File: src/rtl/bit_scan_pkg.sv
// ---------------------------------------------------------------------------
// bit_scan_pkg
// Shared types for the bit scan counter: operation modes and FSM states,
// plus a small helper that classifies a mode as a zero-scan.
// No ports (package).
// ---------------------------------------------------------------------------
package bit_scan_pkg;

  typedef enum logic [1:0] {
    MODE_ONES  = 2'b00,
    MODE_ZEROS = 2'b01,
    MODE_LZ    = 2'b10,
    MODE_TZ    = 2'b11
  } scan_mode_t;

  typedef enum logic [1:0] {
    IDLE = 2'b00,
    BUSY = 2'b01,
    DONE = 2'b10
  } scan_state_t;

  // Leading/trailing-zero modes stop at the first set bit; the other two
  // modes accumulate a population count.
  function automatic logic is_zero_scan(input scan_mode_t m);
    return (m == MODE_LZ) || (m == MODE_TZ);
  endfunction

endpackage

File: src/rtl/bit_scan_chunk.sv
// ---------------------------------------------------------------------------
// bit_scan_chunk
// Combinational analysis of one STEP-bit chunk.
// Ports:
//   chunk         in   STEP    bits under examination (bit 0 scanned first)
//   ones_cnt      out  CNT_W   number of set bits in the chunk
//   first_one_idx out  IDX_W   index of the lowest set bit (0 if none)
//   any_one       out  1       chunk has at least one set bit
// ---------------------------------------------------------------------------
module bit_scan_chunk #(
  parameter  int STEP  = 2,
  localparam int CNT_W = $clog2(STEP + 1),
  localparam int IDX_W = (STEP > 1) ? $clog2(STEP) : 1
) (
  input  logic [STEP-1:0]  chunk,
  output logic [CNT_W-1:0] ones_cnt,
  output logic [IDX_W-1:0] first_one_idx,
  output logic             any_one
);

  // Scanning from the top down lets the lowest set bit be the last writer
  // of first_one_idx.
  always_comb begin
    ones_cnt      = '0;
    first_one_idx = '0;
    for (int i = STEP - 1; i >= 0; i--) begin
      if (chunk[i]) begin
        ones_cnt      = ones_cnt + CNT_W'(1);
        first_one_idx = IDX_W'(i);
      end
    end
  end

  assign any_one = |chunk;

endmodule

File: src/rtl/bit_scan_counter.sv
// ---------------------------------------------------------------------------
// bit_scan_counter
// Multi-cycle bit counter: counts ones, zeros, leading zeros or trailing
// zeros of a WIDTH-bit operand, STEP bits per BUSY cycle.
// Ports:
//   clk      in   1      rising-edge clock
//   reset_n  in   1      asynchronous active-low reset
//   start    in   1      level request, sampled in IDLE (and DONE to leave)
//   mode     in   2      00 ones, 01 zeros, 10 leading zeros, 11 trailing zeros
//   in       in   WIDTH  operand, captured on the load edge
//   count    out  OUT_W  registered result
//   done     out  1      high exactly while in DONE
//   cycles   out  OUT_W  BUSY cycles of the last operation
//                        (only when BIT_SCAN_CYCLE_COUNT_EN is defined)
// ---------------------------------------------------------------------------
module bit_scan_counter
  import bit_scan_pkg::*;
#(
  parameter  int WIDTH = 16,
  parameter  int STEP  = 2,
  localparam int OUT_W = $clog2(WIDTH + 1)
) (
  input  logic             clk,
  input  logic             reset_n,
  input  logic             start,
  input  logic [1:0]       mode,
  input  logic [WIDTH-1:0] in,
  output logic [OUT_W-1:0] count,
  output logic             done
`ifdef BIT_SCAN_CYCLE_COUNT_EN
  ,
  output logic [OUT_W-1:0] cycles
`endif
);

  localparam int CNT_W  = $clog2(STEP + 1);
  localparam int IDX_W  = (STEP > 1) ? $clog2(STEP) : 1;
  localparam int CHUNKS = WIDTH / STEP;

  scan_state_t      state_reg;
  scan_mode_t       mode_reg;
  logic [WIDTH-1:0] a_reg;
  logic [OUT_W-1:0] count_reg;
  logic [OUT_W-1:0] iter_reg;
  logic             done_reg;

  logic [WIDTH-1:0] in_rev;
  logic [WIDTH-1:0] a_load;
  logic [WIDTH-1:0] a_shift;
  logic [OUT_W-1:0] add_val;
  logic [OUT_W-1:0] count_next;
  logic             busy_exit;

  logic [CNT_W-1:0] ones_cnt;
  logic [IDX_W-1:0] first_one_idx;
  logic             any_one;

  // Bit reversal turns a leading-zero scan into a trailing-zero scan, so the
  // datapath only ever scans from bit 0 upward.
  genvar gi;
  generate
    for (gi = 0; gi < WIDTH; gi++) begin : g_rev
      assign in_rev[gi] = in[WIDTH-1-gi];
    end
  endgenerate

  always_comb begin
    a_load = in;
    case (scan_mode_t'(mode))
      MODE_ZEROS: a_load = ~in;
      MODE_LZ:    a_load = in_rev;
      default:    a_load = in;
    endcase
  end

  bit_scan_chunk #(.STEP(STEP)) u_chunk (
    .chunk         (a_reg[STEP-1:0]),
    .ones_cnt      (ones_cnt),
    .first_one_idx (first_one_idx),
    .any_one       (any_one)
  );

  assign a_shift = a_reg >> STEP;

  always_comb begin
    if (!is_zero_scan(mode_reg))
      add_val = OUT_W'(ones_cnt);
    else if (any_one)
      add_val = OUT_W'(first_one_idx);
    else
      add_val = OUT_W'(STEP);
  end

  assign count_next = count_reg + add_val;

  // Popcount finishes once nothing set remains; zero-scan finishes at the
  // first set bit. The chunk limit bounds both (and caps count at WIDTH).
  assign busy_exit = (iter_reg == OUT_W'(CHUNKS - 1)) ||
                     (is_zero_scan(mode_reg) ? any_one : (a_shift == '0));

  always_ff @(posedge clk or negedge reset_n) begin
    if (!reset_n) begin
      state_reg <= IDLE;
      mode_reg  <= MODE_ONES;
      a_reg     <= '0;
      count_reg <= '0;
      iter_reg  <= '0;
      done_reg  <= 1'b0;
    end else begin
      case (state_reg)
        IDLE: begin
          if (start) begin
            a_reg     <= a_load;
            mode_reg  <= scan_mode_t'(mode);
            count_reg <= '0;
            iter_reg  <= '0;
            state_reg <= BUSY;
          end
        end
        BUSY: begin
          a_reg     <= a_shift;
          count_reg <= count_next;
          iter_reg  <= iter_reg + OUT_W'(1);
          if (busy_exit) begin
            state_reg <= DONE;
            done_reg  <= 1'b1;
          end
        end
        DONE: begin
          if (!start) begin
            state_reg <= IDLE;
            done_reg  <= 1'b0;
          end
        end
        default: begin
          state_reg <= IDLE;
          done_reg  <= 1'b0;
        end
      endcase
    end
  end

  assign count = count_reg;
  assign done  = done_reg;

`ifdef BIT_SCAN_CYCLE_COUNT_EN
  assign cycles = iter_reg;
`endif

endmodule

File: config.mk
export PLATFORM = sky130hd
export DESIGN_NAME = bit_scan_counter
export DESIGN_NICKNAME = d
export VERILOG_FILES = /design/src/rtl/bit_scan_pkg.sv /design/src/rtl/bit_scan_chunk.sv /design/src/rtl/bit_scan_counter.sv
export SDC_FILE = /design/constraint.sdc
export NUM_CORES = 1
export LEC_CHECK = 0
export BUFFER_PORTS_ARGS = -buffer_cell sky130_fd_sc_hd__buf_2
export CELL_PAD_IN_SITES_DETAIL_PLACEMENT = 1
export CELL_PAD_IN_SITES_GLOBAL_PLACEMENT = 1
export CORE_UTILIZATION = 42
export CTS_CLUSTER_SIZE = 25
export DETAILED_ROUTE_END_ITERATION = 16
export PLACE_DENSITY_LB_ADDON = 0.08
export SLEW_MARGIN = 20
export SYNTH_ARGS = -nofsm -noshare
export SYNTH_HDL_FRONTEND = slang
export SYNTH_HIERARCHICAL = 1
export SYNTH_SLANG_ARGS = --single-unit
export TNS_END_PERCENT = 5
File: constraint.sdc
create_clock -name clk -period 2.4 [get_ports clk]
set_input_delay 0 -clock clk [delete_from_list [all_inputs] [get_ports clk]]
set_output_delay 0 -clock clk [all_outputs]
set_load 0.01 [all_outputs]
======== Yosys cells after proc, flatten, opt, wreduce, memory -nomap -nowiden ========
Cells that the tools add are included.
storage, ports and cells
  register bits ........................... 31
  bits in latches ......................... 0
  RAM bits ................................ 0
  ROM bits ................................ 0
  output and inout port bits .............. 6
  logic and storage cells ................. 51
  memories ................................ 0
operators by class
  $add $sub $neg .......................... 3
  $mul .................................... 0
  div/mod/pow operators ................... 0
  magnitude comparators ................... 0
  eq/ne operators ......................... 10
  shift-type cells ........................ 0
  muxes and demuxes ....................... 20
  bitwise logic cells ..................... 2
  reduce and logical (&&, ||, !) cells .... 10
operator list
  operator               number
  $pmux W16 S2           2
  $pmux W5 S2            2
  $logic_not A16 Y1      1
  $mux W16               1
  $not A16 Y16           1
  $mux W2                6
  $eq A2 B2 Y1 const B   4
  $mux W1                6
  $ne A2 B2 Y1 const B   3
  $pmux W2 S3            1
  $reduce_and A3 Y1      2
  $add A5 B1 Y5 const B  1
  $add A5 B5 Y5          1
  $eq A5 B3 Y1 const B   1
  $mux W5                1
  $eq A2 B1 Y1 const B   2
  $reduce_and A2 Y1      2
  $pmux W1 S3            1
  $add A1 B1 Y2 const B  1
  $logic_not A2 Y1       1
  $logic_or A1 B1 Y1     2
  $reduce_bool A2 Y1     1
  $reduce_or A2 Y1       1
  $not A1 Y1             1

======== Longest topological paths before layout ========
Gate-level depths: netlist (run 1).
  word-level depth ........................ 6
  mapped depth ............................ 10
  gate-level depth less buffers ........... 10

======== Cells and area by module ========
The synthesis (run 1) kept the hierarchy.
by module, submodules not included
  module            instances  cells each  area an instance (sq um)  sequential area each (sq um)
  bit_scan_counter  1          204         1742.9                    750.7
  bit_scan_chunk    1          6           48.8                      0.0

======== Least setup slack after synthesis (run 1) ========
OpenSTA, ideal clock, no wires.
  path kind ............................... register to register
  from .................................... reg a_reg[0]
  to ...................................... reg count_reg[2] (netlist: count[2])
  data arrival time ....................... 1.613 ns
  setup slack ............................. 0.652 ns
  stages on the path, launching flop included .. 10
  path buffers ............................ 0
  period minus slack after synthesis ...... 1.748 ns
  cell sequence ........................... dfrtp_1 > inv_1 > ha_1 > inv_1 > o21ai_0 > ha_1 > fa_1 > nand2_1 > xor2_1 > nor2_1
RTL lines
  item                    RTL line                 text
  start, declared         bit_scan_counter.sv:42   logic [WIDTH-1:0] a_reg;
  start signal, assigned  bit_scan_counter.sv:113  a_reg <= a_load;
  start signal, assigned  bit_scan_counter.sv:121  a_reg <= a_shift;
  $mux W2                 bit_scan_chunk.sv:27     if (chunk[i]) begin
  named net ones_cnt[0]   bit_scan_counter.sv:54   logic [CNT_W-1:0] ones_cnt;
  $mux W2                 bit_scan_counter.sv:86   if (!is_zero_scan(mode_reg))
  $add A5 B5 Y5           bit_scan_counter.sv:94   assign count_next = count_reg + add_val;
  $pmux W5 S2             bit_scan_counter.sv:110  case (state_reg)
  end signal, assigned    bit_scan_counter.sv:122  count_reg <= count_next;
  end, declared           bit_scan_counter.sv:43   logic [OUT_W-1:0] count_reg;
The timed path passes the listed nets, and every way through them passes these cells.
A chain may end at the register's enable or synchronous reset.

======== Final worst setup path (run 1) ========
Same ends and word-level chain as after synthesis.

==> summary.md, run 1 <==
| Metric | Value |
|---|---|
| Hold crit path type | `in -> reg` |
| Total negative slack for setup checks | `0 ns` |
| Cell area after technology mapping | `about 0.0018 sq mm` |
| Via total after detailed routing | `~1600` |
| Fraction of the yosys area taken by sequential cells | `0.419` |
| Total power after layout | `0.00234 W` |
| Initial drt markers | `73` |
| Area of the placeable core | `0.00406 sq mm` |
| Final Hold Viols | `0` |
| Mapped Nets | `240` |
| Critical path's largest stage delay | `0.39 ns` |
| Yosys top cell area share | `0.419` |
| Number of setup violations in the final report | `0` |
| Post-Synth XOR/XNOR Area | `0.00489` |
| Cell at the slowest stage of the critical path | `sky130_fd_sc_hd__fa_1` |
| Residual antenna-violating net count after detailed routing | `0` |
| EDFF count, synth | `0` |
| Buffers inserted by post-CTS timing repair | `0` |
| Average wire length per cell after detail routing | `approximately 16 microns` |
| Number of buffers created by CTS | `5` |
| Gr usage total | `0.229` |
| Post-synthesis mux area share | `0` |
| Synthesis-to-finish area growth | `13.5%` |
| Final worst path period need | `1.95 ns` |
| Total number of yosys warnings | `6` |
| Cell chosen for the clock root | `sky130_fd_sc_hd__clkbuf_8` |
| Proportion of total power due to net switching | `0.429` |
| Top cells by area in the synthesized netlist | `sky130_fd_sc_hd__dfrtp_1 42%, sky130_fd_sc_hd__a21oi_1 9.2%, sky130_fd_sc_hd__nand2_1 6.5%` |
| Library cell with the largest summed area after synthesis | `sky130_fd_sc_hd__dfrtp_1` |
| Peak clock frequency supported by timing | `514 MHz` |
| Most frequently used cell type in the post-synthesis netlist | `sky130_fd_sc_hd__a21oi_1` |
| Clock network fraction of total power | `0.170` |
| Routability congestion estimate from global placement | `approximately 0.75` |
| Capturing element type of the critical path | `flip-flop` |
| I/O pins | `27` |
| Clock insertion delay at the later pin of the skew report | `0.28 ns` |
| Count of input and output buffers | `26` |
| Worst slew margin relative to its limit | `0.403` |
| Maximum vdd ir drop | `0.000274 V` |
| Data required time at the worst endpoint | `2.55 ns` |
| Number of buffer and inverter instances along the worst setup path | `2` |
| Setup repair after global routing missed its margin | `false` |
| GRT overflow | `0` |
| Fraction of the mapped netlist area in adder cells | `0.0670` |
| Net switching power | `between 0.001 and 0.0015 W` |
| Final Slew Violations | `0` |
| Worst EP arrival | `roughly 2.1 ns` |
| Non-filler cells, final | `283` |
| Per-instance average area after synthesis | `8.53 sq um` |
| Clock skew | `roughly 0.0045 ns` |
| Total power per unit cell area | `1150 mW/mm^2` |
| CP top delay family | `adder cells` |
| Die extent in x | `67.3 microns` |
| Post-synthesis share of cell area spent on and, or, nand and nor gates | `0.193` |
| Height of the die | `67.3 microns` |
| Std cell rows | `23` |
| Final period util | `0.811` |
| Internal Power | `around 0.0013 W` |
| # clock sinks | `30` |
| Number of vias per cell after detailed routing | `5.71` |
| Wire length of the first global-routing pass | `7.69 mm` |
| Comb pwr share | `0.434` |
| Flops & latches, synth | `30` |
| Main combinational cell family by area after synthesis | `compound AO/OA/AOI/OAI gates` |
| Clock tree from TritonCTS | `built` |
| Crit Path Category | `reg -> reg` |
| Detailed placer's ending HPWL | `roughly 3.2 mm` |
| Largest net degree at the start of global routing | `33` |
| Ratio of cells with drive above 1 in the final layout | `0.163` |
| Proportion of synthesized flip-flops having asynchronous set or reset | `1.00` |
| Cell types with the highest counts after synthesis | `33 x sky130_fd_sc_hd__a21oi_1, 31 x sky130_fd_sc_hd__nand2_1, 30 x sky130_fd_sc_hd__dfrtp_1` |
| Initial cell density of the core | `0.442` |
| Run status | `complete, no violations` |
| DRT Pass-1 Iters | `4` |
| Total of fill cells in the finished design | `498` |
| Flip-flop count of the largest register after layout | `16` |
| Max-cap check violation count | `0` |
| CP startpoint kind | `flip-flop` |
| CTS Buffer Depth | `2` |
| Chain of cells forming the critical path | `inv_1 -> ha_1 -> inv_1 -> o21ai_0 -> ha_1 -> fa_1 -> nand2_1 -> xor2_1 -> nor2_1` |
| Antenna diodes | `0` |
| Via count of the first global-routing pass | `1617` |
| Most common flop cell mapped by yosys | `sky130_fd_sc_hd__dfrtp_1` |
| Total routed wirelength | `4.48 mm` |
| Number of remaining DRC errors | `0` |
| Total instance count after detailed placement | `275` |
| Slew at the pin with the worst max-slew slack | `0.895 ns` |
| Library cells used by synthesis | `30` |
| Largest fanout on the critical path | `3` |
| Fin nets | `264` |
| Number of levels in the clock H-tree | `2` |
| Flop pwr share | `0.396` |
| Post-synthesis compound-gate area fraction | `0.263` |
| Leakage power summed over all cells | `0.884 nW` |
| Post-synthesis cell count | `210` |
| Area enclosed by the die boundary | `0.00453 sq mm` |
| Clock-pin slew reported for the worst setup and hold paths after clock tree synthesis | `roughly 0.06 ns` |
| Antenna violations before repair | `0` |
kinds of logic (layout without fill, tap and decap cells):
logic type | count (synthesis) | count (layout)
compound gates | 82 | 82
simple gates | 68 | 68
flops | 30 | 30
buf+inv | 20 | 43
fa+ha+maj | 9 | 9
xor+xnor | 1 | 1
per-layer routing:
layer / GRT usage / up-vias / wire length (microns)
met5: 0 / - / 0
li1: - / 789 / -
met1: 0.282 / 778 / 2060
met2: 0.388 / 37 / 2180
met4: 0.0878 / 0 / 101
met3: 0.0490 / 13 / 144
path summary, 6_finish.rpt:
path                       depth (start not counted)  slack, ns     start          end
setup / recovery                                   9       0.45  a_reg[0]     count[2]
hold / removal                                     3       0.02   mode[1]  mode_reg[1]
setup reg to reg                                   9       0.45  a_reg[0]     count[2]
max in group asynchronous                          2       1.66   reset_n    a_reg[10]
hold reg to reg                                    1       0.50  count[4]     count[4]
min in group asynchronous                          2       0.28   reset_n     count[1]
worst min-delay path: stages:
cell	delay (ns)
sky130_fd_sc_hd__buf_2	0.10
sky130_fd_sc_hd__inv_1	0.07
sky130_fd_sc_hd__o21ai_0	0.08
power by group through the flow:
stage | Clock (W) | Sequential [W] | Combinational (W)
2_1_floorplan | 0 | 0.000885 | 0.000777
3_3_place_gp | 0 | 0.000911 | 0.000958
3_5_place_dp | 0 | 0.000929 | 0.00101
4_1_cts | 0.000404 | 0.000924 | 0.00103
5_1_grt | 0.000424 | 0.000962 | 0.00118
6_report | 0.000396 | 0.000926 | 0.00101
cell usage in the layout (no fill, tap or decap), types with 2 or more instances in the layout:
master	Yosys	final
sky130_fd_sc_hd__nand2_1	31	31
sky130_fd_sc_hd__nor2b_1	2	2
sky130_fd_sc_hd__o21ai_1	11	11
sky130_fd_sc_hd__clkbuf_8	0	6
sky130_fd_sc_hd__ha_1	8	8
sky130_fd_sc_hd__dlygate4sd3_1	0	2
sky130_fd_sc_hd__a21oi_1	33	33
sky130_fd_sc_hd__nand3_1	6	6
sky130_fd_sc_hd__dfrtp_1	30	30
sky130_fd_sc_hd__buf_4	2	2
sky130_fd_sc_hd__a22oi_1	12	12
sky130_fd_sc_hd__o21ai_0	18	18
sky130_fd_sc_hd__nor2_1	2	2
sky130_fd_sc_hd__inv_1	7	7
sky130_fd_sc_hd__nor4_1	3	3
sky130_fd_sc_hd__nand4_1	4	4
sky130_fd_sc_hd__buf_2	4	26
sky130_fd_sc_hd__a22oi_2	2	2
sky130_fd_sc_hd__nand2b_1	17	17
per-stage QoR:
step,util,worst slack (ns),hold WS (ns),cell area (sq um)
floorplan,-,0.652,-0.296,1790
global placement,0.476,0.590,0.0628,1930
detailed placement,0.476,0.492,0.0792,1930
CTS,0.501,0.457,0.0245,2030
global route,0.501,0.339,0.0557,2030
finish,0.501,0.453,0.0218,2030
what timing repair did:
item / in CTS / in global routing
setup endpoints to repair: 0 / 0
hold buffers: 2 / 0
resized for setup: 0 / 0
hold endpoints to repair: 31 / 0
area by class of cell:
type | count | area, sq um | share of cell area
repair buffers | 30 | 165 | 0.0812
clock buffers | 6 | 82.6 | 0.0406
inverters | 7 | 26.3 | 0.0129
flip-flops and latches | 30 | 751 | 0.369
multi-input cells | 160 | 946 | 0.465
well taps | 50 | 62.6 | 0.0308
No activity file was read; power rests on OpenSTA's default activity.
==> run 2, diff against run 1 <==
- ABC_AREA: not set -> 1
- clock period: 2.4 -> 1.87 ns (I/O delays scaled with it)
==> run 2 against run 1 <==
Sequential share of layout area down 0.63 points. Power increased by 39%. Sequential power increased by 27%. Register-to-register slack got worse by 0.47 ns. Count of clock-buffer cells in the layout is 1 higher. The run now ends with hold timing, setup timing left. Clock skew grew 0.00091 ns. Worst setup slack got worse by 0.47 ns. First-iteration DRC count down 8.2%. Cell area increased by 1.7%. Area after synthesis about the same. Sequential cell count stayed put. Highest routed layer unchanged.
==> summary.md, run 2 <==
| Metric | Value |
|---|---|
| Run status | `finished, violations left` |
| Failing checks | `hold timing, setup timing` |
| Residual antenna-violating net count after detailed routing | `0 (unchanged)` |
| Library cells used by synthesis | `25 (-17%)` |
| Total power per unit cell area | `1570 mW/mm^2 (+37%)` |
| Capture endpoint of the worst hold path | `state_reg[1]` |
| CTS Buffer Depth | `2 (unchanged)` |
| Routability congestion estimate from global placement | `0.736 (-1.3%)` |
| Most frequently used cell type in the post-synthesis netlist | `sky130_fd_sc_hd__o21ai_0` |
| Number of remaining DRC errors | `0 (unchanged)` |
| Max-cap check violation count | `0 (unchanged)` |
| Crit Path Category | `reg -> reg` |
| Worst EP arrival | `2.06 ns (-0.04 ns)` |
| Final period util | `1.01 (+0.197)` |
| Worst Slack Setup Final | `-0.0151 ns (-0.468 ns)` |
| Top cells by area in the synthesized netlist | `sky130_fd_sc_hd__dfrtp_1 42%, sky130_fd_sc_hd__o21ai_0 9.5%, sky130_fd_sc_hd__a22oi_1 5.9%` |
| Cell chosen for the clock root | `sky130_fd_sc_hd__clkbuf_8` |
| Average wire length per cell after detail routing | `15.8 microns (-0.31%)` |
| Data required time at the worst endpoint | `2.04 ns (-0.51 ns)` |
| Worst slack at placement | `-0.0990 ns (-0.591 ns)` |
| Initial cell density of the core | `0.441 (about the same)` |
| Largest net degree at the start of global routing | `31 (-6.1%)` |
| EDFF count, synth | `0 (unchanged)` |
| Cell types with the highest counts after synthesis | `34 x sky130_fd_sc_hd__o21ai_0, 30 x sky130_fd_sc_hd__dfrtp_1, 23 x sky130_fd_sc_hd__nand2_1` |
| Total of fill cells in the finished design | `494 (-0.80%)` |
| Non-filler cells, final | `288 (+1.8%)` |
| Total instance count after detailed placement | `279 (+1.5%)` |
| Final Slew Violations | `0 (unchanged)` |
| Std cell rows | `23 (unchanged)` |
| Slew at the pin with the worst max-slew slack | `0.677 ns (-0.218 ns)` |
| Maximum vdd ir drop | `0.000502 V (+83%)` |
| Antenna violations before repair | `0 (unchanged)` |
| Buffers inserted by post-CTS timing repair | `0 (unchanged)` |
| Post-synthesis cell count | `210 (unchanged)` |
| Count of input and output buffers | `26 (unchanged)` |
| Total number of yosys warnings | `6 (unchanged)` |
| Hold crit path type | `in -> reg` |
| Destination of the worst register-to-register timing path | `count[3]` |
| Number of buffers created by CTS | `5 (unchanged)` |
| Setup repair after global routing missed its margin | `true` |
| Highest-count cells in the layout ignoring fill and taps | `34 x sky130_fd_sc_hd__o21ai_0, 30 x sky130_fd_sc_hd__dfrtp_1, 26 x sky130_fd_sc_hd__buf_2` |
| Mapped Nets | `240 (unchanged)` |
| Total met2 wirelength after detailed routing | `2.38 mm (+9.4%)` |
| Flop2flop setup slack | `-0.02 ns (-0.47 ns)` |
| Detailed placer's ending HPWL | `3.43 mm (+6.8%)` |
| Final Hold Viols | `1 (+1)` |
| Gr usage total | `0.233 (+0.00426)` |
| Capturing element type of the critical path | `flip-flop` |
| Initial drt markers | `67 (-8.2%)` |
| Worst slew margin relative to its limit | `0.549 (+0.146)` |
| Library cell with the largest summed area after synthesis | `sky130_fd_sc_hd__dfrtp_1` |
| Final worst path period need | `1.89 ns (-0.0618 ns)` |
| Height of the die | `67.3 microns (about the same)` |
| Via count of the first global-routing pass | `1624 (+0.43%)` |
| Clock insertion delay at the later pin of the skew report | `0.28 ns (about the same)` |
| Synthesis-to-finish area growth | `15.5%` |
| Area enclosed by the die boundary | `0.00453 sq mm (about the same)` |
| Clock tree from TritonCTS | `built` |
| Antenna diodes | `0 (unchanged)` |
| Number of levels in the clock H-tree | `2 (unchanged)` |
| GRT overflow | `0 (unchanged)` |
| Largest fanout on the critical path | `2 (-1)` |
| Worst hold path depth | `3 (unchanged)` |
| Leakage power summed over all cells | `0.986 nW (+11%)` |
| # clock sinks | `30 (unchanged)` |
| Per-instance average area after synthesis | `8.53 sq um (about the same)` |
| Number of setup violations in the final report | `1 (+1)` |
| Detailed route wirelength on metal3 | `121 microns (-16%)` |
| Number of vias per cell after detailed routing | `5.44 (-4.8%)` |
| Clock skew | `0.00537 ns (+0.000910 ns)` |
| Wire length of the first global-routing pass | `7.63 mm (-0.72%)` |
| Most common library cell in the layout ignoring fill and taps | `sky130_fd_sc_hd__o21ai_0` |
| Flops & latches, synth | `30 (unchanged)` |
| Top metal layer carrying routed signals | `met4` |
| Reg2reg start | `a_reg[0]` |
| Die extent in x | `67.3 microns (about the same)` |
| Most common flop cell mapped by yosys | `sky130_fd_sc_hd__dfrtp_1` |
| Yosys top cell area share | `0.419 (about the same)` |
| Via total after detailed routing | `1567 (-3.1%)` |
| Worst hold slack after final layout | `-0.000911 ns (-0.0227 ns)` |
| Area of the placeable core | `0.00406 sq mm (unchanged)` |
| DRT Pass-1 Iters | `4 (unchanged)` |
| Fraction of the yosys area taken by sequential cells | `0.419 (about the same)` |
| Flip-flop count of the largest register after layout | `16 (unchanged)` |
| Fin nets | `267 (+1.1%)` |
| Total routed wirelength | `4.55 mm (+1.5%)` |
| Ratio of cells with drive above 1 in the final layout | `0.235 (+0.0722)` |
| CP startpoint kind | `flip-flop` |
| Detailed-route wire length on metal 1 | `1.97 mm (-4.2%)` |
| Proportion of synthesized flip-flops having asynchronous set or reset | `1.00 (unchanged)` |
| Cell area after technology mapping | `0.00179 sq mm (about the same)` |
| Number of cells on the worst reg-to-reg path | `11 (+2)` |
| Peak clock frequency supported by timing | `530 MHz (+3.3%)` |
| I/O pins | `27 (unchanged)` |
| Hold Startpoint | `start` |
| Clock-pin slew reported for the worst setup and hold paths after clock tree synthesis | `0.06 ns (about the same)` |
## run 2: cell types whose count changed after synthesis, sizes merged, moves of 4 or more
cell    previous run  this run
nor2               3        17
nand2b            17         0
nand2             31        23
o21ai             29        50
inv                7        18
a22o               0         4
a21oi             33        20
## run 2: repair_timing
action	4_1_cts	5_1_grt
hold buffers	1	0
pin swaps	1	2
gates resized for setup	5	5
setup endpoints to repair	4	4
hold endpoints to repair	30	0
## run 2: worst max path at each step
stage / slack, ns / startpoint / end
2_1_floorplan: 0.03 / a_reg[0] / count[1]
3_3_place_gp: 0.03 / a_reg[0] / count[4]
3_5_place_dp: -0.1 / a_reg[0] / count[4]
4_1_cts: -0.007 / a_reg[0] / count[4]
5_1_grt: -0.11 / a_reg[0] / count[3]
6_report: -0.02 / a_reg[0] / count[3]
## run 2: critical path, stage by stage, from the launching register on
cell and delay (ns):
sky130_fd_sc_hd__dfrtp_1 0.39, sky130_fd_sc_hd__buf_4 0.14, sky130_fd_sc_hd__ha_1 0.20, sky130_fd_sc_hd__nor2_1 0.15
sky130_fd_sc_hd__nor2_2 0.08, sky130_fd_sc_hd__ha_1 0.28, sky130_fd_sc_hd__a21oi_1 0.14, sky130_fd_sc_hd__nor2_1 0.06
sky130_fd_sc_hd__nand2_1 0.09, sky130_fd_sc_hd__o21ai_0 0.10, sky130_fd_sc_hd__o21ai_0 0.08, sky130_fd_sc_hd__inv_1 0.06
## run 2: stage by stage
step / setup TNS, ns / util / area (sq um) / hold WS, ns / power, W
after global placement: 0 / 0.479 / 1940 / 0.0618 / 0.00254
final: -0.0151 / 0.510 / 2070 / -0.000911 / 0.00325
after CTS: -0.00666 / 0.506 / 2050 / 0.0000718 / 0.00325
after detailed placement: -0.221 / 0.479 / 1940 / 0.0722 / 0.00268
after global routing: -0.283 / 0.510 / 2070 / 0.0109 / 0.00355
after floorplan: 0 / - / 1790 / -0.296 / 0.00225
## run 2: cell families after synthesis
logic type                 share of synthesized area
AOI/OAI and AO/OA                              0.295
adders and majority gates                     0.0671
buffers and inverters                         0.0804
DFF                                            0.419
muxes                                         0.0168
and+or+nand+nor                                0.122
## run 2: power breakdown
group / leakage (nW) / switching, W / internal [W]
Clock: 0.0482 / 0.000240 / 0.000296
Sequential: 0.381 / 0.000250 / 0.000935
Combinational: 0.556 / 0.000893 / 0.000634
## run 2: layout make-up
type	instances	area (sq um)	area share
Tap cell	50	62.6	0.0302
Clock buffer	7	86.3	0.0417
Timing Repair Buffer	32	178	0.0859
Multi-Input combinational cell	150	918	0.444
Clock inverter	1	5.00	0.00242
Sequential cell	30	751	0.363
Inverter	18	67.6	0.0327
## run 2: routing by layer
metal,GRT usage,vias to the layer above
met5,0,-
li1,-,790
met3,0.0507,4
met4,0.0824,0
met2,0.426,35
met1,0.264,738
==> run 3, diff against run 2 <==
- ABC_AREA: 1 -> 0
==> run 3 against run 2 <==
The run now ends clean. Core utilization is 0.62 points higher. Sequential cell count stayed put. Critical path depth is 3 lower. Worst setup slack better by 0.064 ns. Cell count is 0.69% higher. Worst hold slack better by 0.0053 ns. Wire length is 2.9% higher. Die area hardly changed. Sequential share of layout area is 0.43 points lower. Critical path type unchanged. Largest cell class unchanged.
==> summary.md, run 3 (synthesis results as in run 1) <==
| Metric | Value |
|---|---|
| Largest fanout on the critical path | `3 (+1)` |
| Total of fill cells in the finished design | `493 (-0.20%)` |
| Hold Startpoint | `start` |
| Synthesis-to-finish area growth | `16.8%` |
| Antenna diodes | `0 (unchanged)` |
| Number of buffer and inverter instances along the worst setup path | `1 (-1)` |
| Number of levels in the clock H-tree | `2 (unchanged)` |
| Most used routing layer in global routing | `met2` |
| Clock tree from TritonCTS | `built` |
| Worst Slack Setup Final | `0.0492 ns (+0.0643 ns)` |
| Number of remaining DRC errors | `0 (unchanged)` |
| Total negative slack for setup checks | `0 ns (+0.0151 ns)` |
| Leakage power summed over all cells | `0.912 nW (-7.5%)` |
| Comb pwr share | `0.453 (-0.017)` |
| DRT Pass-1 Iters | `4 (unchanged)` |
| Final period util | `0.974 (-0.0344)` |
| Gr usage total | `0.232 (-0.00101)` |
| Reg2reg start | `a_reg[1]` |
| Number of setup violations in the final report | `0 (-1)` |
| Highest-count cells in the layout ignoring fill and taps | `32 x sky130_fd_sc_hd__a21oi_1, 31 x sky130_fd_sc_hd__nand2_1, 30 x sky130_fd_sc_hd__dfrtp_1` |
| Std cell rows | `23 (unchanged)` |
| Detailed placer's ending HPWL | `3.43 mm (about the same)` |
| GRT met2 Usage | `0.414 (-0.0125)` |
| Slew at the pin with the worst max-slew slack | `0.673 ns (-0.00416 ns)` |
| Routability congestion estimate from global placement | `0.757 (+2.8%)` |
| Crit Path Category | `reg -> reg` |
| Net switching power | `0.00137 W (-1.3%)` |
| Fin nets | `269 (+0.75%)` |
| Proportion of total power due to net switching | `0.432 (+0.00570)` |
| # clock sinks | `30 (unchanged)` |
| CP startpoint kind | `flip-flop` |
| Number of cells on the worst reg-to-reg path | `8 (-3)` |
| Total placed instance area | `0.00195 sq mm (+0.45%)` |
| Antenna violations before repair | `0 (unchanged)` |
| Seq. cell area | `751 sq um (unchanged)` |
| Worst slew margin relative to its limit | `0.551 (+0.00277)` |
| Flop2flop setup slack | `0.05 ns (+0.06 ns)` |
| Peak clock frequency supported by timing | `549 MHz (+3.5%)` |
| Worst slack at placement | `-0.0272 ns (+0.0718 ns)` |
| Clock-pin slew reported for the worst setup and hold paths after clock tree synthesis | `0.07 ns (about the same)` |
| Maximum vdd ir drop | `0.000444 V (-11%)` |
| Critical path's largest stage delay | `0.51 ns (+0.12 ns)` |
| Max-cap check violation count | `0 (unchanged)` |
| Largest net degree at the start of global routing | `33 (+6.5%)` |
| Die extent in x | `67.3 microns (about the same)` |
| Cell chosen for the clock root | `sky130_fd_sc_hd__clkbuf_8` |
| GRT overflow | `0 (unchanged)` |
| Area of the placeable core | `0.00406 sq mm (unchanged)` |
| Chain of cells forming the critical path | `buf_4 -> ha_1 -> nand3_1 -> o21ai_2 -> ha_2 -> fa_2 -> nand2_1 -> o21ai_1` |
| Initial drt markers | `85 (+27%)` |
| Number of vias per cell after detailed routing | `5.52 (+1.5%)` |
| Worst hold path depth | `3 (unchanged)` |
| Final Slew Violations | `0 (unchanged)` |
| Final Hold Viols | `0 (-1)` |
| Average wire length per cell after detail routing | `16.1 microns (+2.2%)` |
| Destination of the worst register-to-register timing path | `count[1]` |
| I/O pins | `27 (unchanged)` |
| CP top delay family | `adder cells` |
| Hold crit path type | `in -> reg` |
| Clock network fraction of total power | `0.173 (+0.008)` |
| Clock skew | `0.00702 ns (+0.00164 ns)` |
| Wire length of the first global-routing pass | `7.71 mm (+1.0%)` |
| Run status | `complete, no violations` |
| Via count of the first global-routing pass | `1663 (+2.4%)` |
| Ratio of cells with drive above 1 in the final layout | `0.213 (-0.0228)` |
| Via total after detailed routing | `1602 (+2.2%)` |
| Residual antenna-violating net count after detailed routing | `0 (unchanged)` |
| Capturing element type of the critical path | `flip-flop` |
| Area of combinational cells with multiple inputs | `958 sq um (+4.4%)` |
| Number of buffers created by CTS | `5 (unchanged)` |
| Worst EP arrival | `2.02 ns (-0.04 ns)` |
| Met3 track utilization from global routing | `0.0456 (-0.00507)` |
| Total power per unit cell area | `1510 mW/mm^2 (-3.8%)` |
| Count of input and output buffers | `26 (unchanged)` |
| Height of the die | `67.3 microns (about the same)` |
| Worst hold slack after final layout | `0.00436 ns (+0.00527 ns)` |
| Flop pwr share | `0.374 (+0.009)` |
| Total routed wirelength | `4.68 mm (+2.9%)` |
| Data required time at the worst endpoint | `2.07 ns (+0.03 ns)` |
| Internal Power | `0.00180 W (-3.6%)` |
| Setup repair after global routing missed its margin | `true` |
| Area enclosed by the die boundary | `0.00453 sq mm (about the same)` |
| Post-route standard cell area excluding fillers | `0.00209 sq mm (+1.2%)` |
| Final worst path period need | `1.82 ns (-0.0643 ns)` |
| Initial cell density of the core | `0.442 (about the same)` |
| M1 GR Usage | `0.282 (+0.0183)` |
| Cell at the slowest stage of the critical path | `sky130_fd_sc_hd__fa_2` |
| Flip-flop count of the largest register after layout | `16 (unchanged)` |
| Most common library cell in the layout ignoring fill and taps | `sky130_fd_sc_hd__a21oi_1` |
| CTS Buffer Depth | `2 (unchanged)` |
| Clock insertion delay at the later pin of the skew report | `0.29 ns (about the same)` |
| Capture endpoint of the worst hold path | `state_reg[1]` |
-- run 3: cell types whose count changed in the layout (fill, tap and decap cells not counted), sizes merged, moves of 4 or more --
cell    before  now
nand2       23   31
a22o         4    0
a21oi       20   33
nand2b       0   17
inv         18    7
o21ai       50   29
nor2        17    3
-- run 3: metal layers --
layer  up-vias  wire, microns
met2        26           2440
met5         -              0
met4         0             53
met1       765           2080
li1        806              -
met3         5            109
-- run 3: layout make-up --
type,instances,share of cell area
multi-input combinational,160,0.458
sequential,30,0.359
timing repair buffer,35,0.0956
clock buffer,6,0.0395
tap,50,0.0299
inverter,7,0.0126
clock inverter,2,0.00598
-- run 3: worst max-delay path by stage --
stage | start | to | slack (ns) | cells past startpoint
floorplan | a_reg[0] | count[2] | 0.12 | 9
global placement | a_reg[0] | count[2] | 0.08 | 9
detailed placement | a_reg[0] | count[2] | -0.03 | 9
CTS | a_reg[0] | count[2] | 0.03 | 10
global route | a_reg[1] | count[1] | -0.03 | 8
finish | a_reg[1] | count[1] | 0.05 | 8
-- run 3: worst reg2reg max path, cell delays in order (launching register included) --
cell	delay [ns]
sky130_fd_sc_hd__dfrtp_1	0.40
sky130_fd_sc_hd__buf_4	0.14
sky130_fd_sc_hd__ha_1	0.17
sky130_fd_sc_hd__nand3_1	0.09
sky130_fd_sc_hd__o21ai_2	0.06
sky130_fd_sc_hd__ha_2	0.21
sky130_fd_sc_hd__fa_2	0.51
sky130_fd_sc_hd__nand2_1	0.05
sky130_fd_sc_hd__o21ai_1	0.11
-- run 3: timing repair --
item,CTS,global route
setup buffers,2,1
pin swaps,1,0
endpoints found under the setup margin,3,4
gates resized for setup,2,5
hold buffers,1,0
endpoints found under the hold margin,30,0
cloned,0,0
-- run 3: power groups by stage --
stage | registers [W] | clock network, W | logic (W)
4_1_cts | 0.00118 | 0.000559 | 0.00140
2_1_floorplan | 0.00114 | 0 | 0.000997
3_5_place_dp | 0.00119 | 0 | 0.00135
6_report | 0.00118 | 0.000547 | 0.00143
5_1_grt | 0.00122 | 0.000584 | 0.00163
3_3_place_gp | 0.00117 | 0 | 0.00126
-- run 3: through the flow --
step	total power, W	instances	utilization
floorplan	0.00213	210	-
global placement	0.00243	278	0.481
detailed placement	0.00254	278	0.481
CTS	0.00314	289	0.512
global route	0.00344	290	0.516
finish	0.00316	290	0.516
